===== src/rtl/rl_fifo2stream.sv =====
// rl_fifo2stream: read-side adapter that turns a fixed-latency FIFO read port into a bubble-free valid/ready stream.
// Optional build macro RL_FIFO2STREAM_STATS_EN adds transfer and stall counters.
module rl_fifo2stream #(
    parameter int DATA_SIZE  = 32,
    parameter int RD_LATENCY = 1,
    parameter int BUF_DEPTH  = 2
) (
    input  logic                           clk_i,
    input  logic                           rst_i,
    input  logic                           clr_i,
    input  logic                           fifo_empty_i,
    output logic                           fifo_rdena_o,
    input  logic [DATA_SIZE-1:0]           fifo_q_i,
    output logic                           m_valid_o,
    input  logic                           m_ready_i,
    output logic [DATA_SIZE-1:0]           m_data_o,
    output logic [$clog2(BUF_DEPTH+1)-1:0] level_o
`ifdef RL_FIFO2STREAM_STATS_EN
    ,
    output logic [31:0]                    xfer_cnt_o,
    output logic [31:0]                    stall_cnt_o
`endif
);

    localparam int LW = $clog2(BUF_DEPTH + 1);
    localparam int PW = (BUF_DEPTH > 1) ? $clog2(BUF_DEPTH) : 1;

    if (BUF_DEPTH < RD_LATENCY) begin : g_depth_chk
        $error("rl_fifo2stream: BUF_DEPTH must be >= RD_LATENCY");
    end

    logic [DATA_SIZE-1:0]  mem_q [BUF_DEPTH];
    logic [PW-1:0]         head_q, head_d;
    logic [PW-1:0]         tail_q, tail_d;
    logic [LW-1:0]         level_q, level_d;
    logic [RD_LATENCY-1:0] infl_q, infl_d;
    logic                  pop, issue, capture;

    function automatic logic [PW-1:0] ptr_inc(input logic [PW-1:0] p);
        if (int'(p) == BUF_DEPTH - 1) return '0;
        return p + 1'b1;
    endfunction

    assign pop     = m_valid_o & m_ready_i;
    assign capture = infl_q[RD_LATENCY-1];
    // Credit: buffered words plus reads still in flight must fit after this cycle's pop.
    assign issue   = ~rst_i & ~fifo_empty_i & ~clr_i &
                     ((int'(level_q) + $countones(infl_q) - int'(pop)) < BUF_DEPTH);

    if (RD_LATENCY == 1) begin : g_infl_l1
        assign infl_d = issue;
    end else begin : g_infl_ln
        assign infl_d = {infl_q[RD_LATENCY-2:0], issue};
    end

    always_comb begin
        head_d  = pop ? ptr_inc(head_q) : head_q;
        tail_d  = capture ? ptr_inc(tail_q) : tail_q;
        level_d = level_q;
        case ({capture, pop})
            2'b10:   level_d = level_q + 1'b1;
            2'b01:   level_d = level_q - 1'b1;
            default: level_d = level_q;
        endcase
    end

    always_ff @(posedge clk_i or posedge rst_i) begin
        if (rst_i) begin
            head_q  <= '0;
            tail_q  <= '0;
            level_q <= '0;
            infl_q  <= '0;
            for (int i = 0; i < BUF_DEPTH; i++) mem_q[i] <= '0;
        end else if (clr_i) begin
            head_q  <= '0;
            tail_q  <= '0;
            level_q <= '0;
            infl_q  <= '0;
        end else begin
            head_q  <= head_d;
            tail_q  <= tail_d;
            level_q <= level_d;
            infl_q  <= infl_d;
            if (capture) mem_q[tail_q] <= fifo_q_i;
        end
    end

    assign fifo_rdena_o = issue;
    assign m_valid_o    = (level_q != '0);
    assign m_data_o     = mem_q[head_q];
    assign level_o      = level_q;

    a_no_overflow : assert property (@(posedge clk_i) disable iff (rst_i)
        (int'(level_q) + $countones(infl_q)) <= BUF_DEPTH);

`ifdef RL_FIFO2STREAM_STATS_EN
    logic [31:0] xfer_q, stall_q;

    always_ff @(posedge clk_i or posedge rst_i) begin
        if (rst_i) begin
            xfer_q  <= '0;
            stall_q <= '0;
        end else if (clr_i) begin
            xfer_q  <= '0;
            stall_q <= '0;
        end else begin
            if (pop) xfer_q <= xfer_q + 32'd1;
            if (m_valid_o & ~m_ready_i & (stall_q != '1)) stall_q <= stall_q + 32'd1;
        end
    end

    assign xfer_cnt_o  = xfer_q;
    assign stall_cnt_o = stall_q;
`endif

endmodule


===== config.mk =====
export PLATFORM = sky130hd
export DESIGN_NAME = rl_fifo2stream
export DESIGN_NICKNAME = d
export VERILOG_FILES = /design/src/rtl/rl_fifo2stream.sv
export SDC_FILE = /design/constraint.sdc
export NUM_CORES = 1
export LEC_CHECK = 0
export ABC_AREA = 1
export ABC_CLOCK_PERIOD_IN_PS = 5200
export CORE_MARGIN = 3
export CORE_UTILIZATION = 54
export DETAILED_ROUTE_END_ITERATION = 6
export PLACE_DENSITY = 0.85
export RECOVER_POWER = 25
export REMOVE_ABC_BUFFERS = 1
export SKIP_LAST_GASP = 1
export SYNTH_ARGS = -nofsm -noshare
export SYNTH_HDL_FRONTEND = slang
export SYNTH_SLANG_ARGS = --single-unit

===== constraint.sdc =====
create_clock -name clk_i -period 5.2 [get_ports clk_i]
set_clock_uncertainty 0.15 [all_clocks]
set_input_delay 0.52 -clock clk_i [delete_from_list [all_inputs] [get_ports clk_i]]
set_output_delay 0.52 -clock clk_i [all_outputs]
set_load 0.01 [all_outputs]

==> reports/results.txt <==
WS Path Type - input port to async pin
Layout Nets - 495
Crit start category - input port
Synthesized instance count - 390
Final WL - 6.716 mm
Synth cell types - 22
Die height - 84.04 microns
Port bufs - 72
Fmax - 262.1 MHz
Crit path cell chain - dlygate4sd3_1 -> inv_1 -> clkbuf_1
Cell Rows - 27
Avg Cell Area, Syn - 8.431 sq um
Hold-fix buffers, CTS - 0
Remaining DRCs - 0
Final min period - 3.815 ns
Dpl cells - 516
Final Hold Fails - 0
Core Footprint - 5709 sq um
CP peak stage delay - 1.91 ns
Data required, critical path - 4.94 ns
Design Power - 2.115 mW
Crit. End Element - async pin
Pin count of the biggest net entering global routing - 66
Vias in the first global route - 2681
Die Area - 7062 sq um
Setup TNS - 0 ns
Drt initial violations - 142
TritonCTS clock tree - yes
Hold Slack - 0.3317 ns
Max VDD drop - 0.3082 mV
Worst skew pair latency - 0.33 ns
Drt pass-1 iters - 4
Proportion of layout cells with a drive suffix above 1 - 12.42%
H-tree depth - 3
Drt via density - 4.989
Share of the synthesized area in the top cell type - 52.51%
HP Class - flop to flop
Core Util, Final - 72.93%
CTS buffer count - 9
Setup-failing EPs final - 0
GRT overflow - 0
Slew @ Worst Pin - 2.600 ns
Initial core utilization - 57.59%
Static Leak - 2.119 nW
All-layer global routing usage - 20.83%
Sequential element share of the synthesized area - 52.51%
Slowest CP cell - clkbuf_1
Final period utilization - 73.37%
Worst-path clk slew - 0.07 ns
Post CTS Setup Buffer Count - 0
Worst Path Arrival - 3.55 ns
Outcome - finished, violations left
Drt wl/cell - 12.65 microns
CP Max Fanout - 51
Final Slew Violations - 52
GP Congestion - 0.7310
Yosys reg bits - 69
Worst reg-to-reg setup slack - 2.83 ns
DR vias - 2649
Clock sinks - 69
Post-Syn Area - 3288 sq um
YS warnings - 0
WP buf/inv - 3
DP Wirelength - 4.305 mm
Cts repair resizes - 0
Clock Tree Root - clkbuf_8
Max cap viols - 1
Ranking of synthesized cells by area - dfrtp_1 53%, nand2_1 19%, o21ai_2 8.5%
Maximum buffer depth of the clock tree - 2
Post-layout instance count excluding filler cells - 531
IO Count - 73
Dominant cell type by area after synthesis - dfrtp_1
Routed Antenna Nets - 0
Die W - 84.04 microns
Violated checks - capacitance limit, slew limit
Pwr Density - 508.0 nW/um^2
RSZ-0062 raised after global routing - false
Global-route wire length before repair - 11.83 mm
CP delay by family, top - buffers and inverters
Antenna diode count - 0
Slew HR - -73.33%
P&R area growth vs syn - 26.64%
Initial antenna violation count - 0
## synthesized netlist by cell type
master      n
nand3_4     1
buf_6       5
buf_8       1
a21oi_1     2
o21ai_1     4
inv_2       1
nor2_2      1
xnor2_1     1
o21ai_0    29
inv_1      41
ha_1        2
o21ai_2    32
nand2_2     9
clkbuf_2    4
dfrtp_1    69
clkbuf_1    2
fa_1        1
nand3_1     5
buf_4       2
buf_2       6
nand2_1   164
nor2_1      8
## cell families (layout without fill, tap and decap cells)
group,count (synthesis),after routing,synth area share (%)
AOI/OAI and AO/OA,67,67,13.85
xor gates and xnor gates,1,1,0.2664
adders and majority gates,3,3,1.370
buffers and inverters,62,131,9.170
DFF,69,69,52.51
and+or+nand+nor,188,188,22.83
## area by class of cell
cell class / count / area [sq um]
Clock buffer: 14 / 162.7
Clock inverter: 1 / 30.03
Sequential cell: 69 / 1727
Fill cell: 460 / 1545
Timing Repair Buffer: 74 / 732.0
Inverter: 42 / 157.7
Multi-Input combinational cell: 259 / 1265
Tap cell: 72 / 90.09
## layer usage
layer  up-vias  part of all wire [%]  GRT usage (%)
met2        72                    49          36.30
met1      1234                    44          25.13
met4         0                   1.5          7.164
met3        10                   5.0          4.936
met5         -                     0              0
li1       1333                     -              -
## tightest hold or removal path: stages, from the launching register on
cell,delay [ns]
dfrtp_1,0.34
nand2_1,0.06
o21ai_2,0.05
## placed cells by master (no fill, tap or decap), types with 2 or more instances in the layout
cell               n
o21ai_1            4
o21ai_0           29
clkdlybuf4s50_1   71
dfrtp_1           69
nand2_2            8
nor2_1             8
nand3_1            5
inv_1             41
ha_1               2
o21ai_2           32
nand2_1          164
clkbuf_8          11
a21oi_1            2
clkbuf_1           4
## stage by stage
| stage | instance area, sq um | worst slack, ns |
|---|---|---|
| after floorplan | 3144 | 2.478 |
| after global placement | 3975 | 1.522 |
| after detailed placement | 3975 | 1.428 |
| after CTS | 4168 | 1.420 |
| after global routing | 4164 | 0.6976 |
| final | 4164 | 1.385 |
## flip-flops by register name (all words and copies together) (netlist names)
name,cells
capture,1
head_q,1
level_o,2
mem_q,64
tail_q,1
## power by group
group	internal [mW]	switching [mW]	total (mW)	leakage (nW)
combinational	0.439	0.429	0.868	1.11
clock	0.246	0.179	0.425	0.0968
sequential	0.717	0.105	0.822	0.914
## path summary, 6_finish.rpt
path	startpoint	end	depth (start not counted)
worst min register to register	mem_q[63]	mem_q[63]	2
worst max-delay path	rst_i	mem_q[21]	3
min in group asynchronous	rst_i	mem_q[50]	2
worst min-delay path	mem_q[63]	mem_q[63]	2
max in group clk_i	m_ready_i	fifo_rdena_o	13
worst max register to register	level_o[0]	capture	11
No activity file was read; power rests on OpenSTA's default activity.
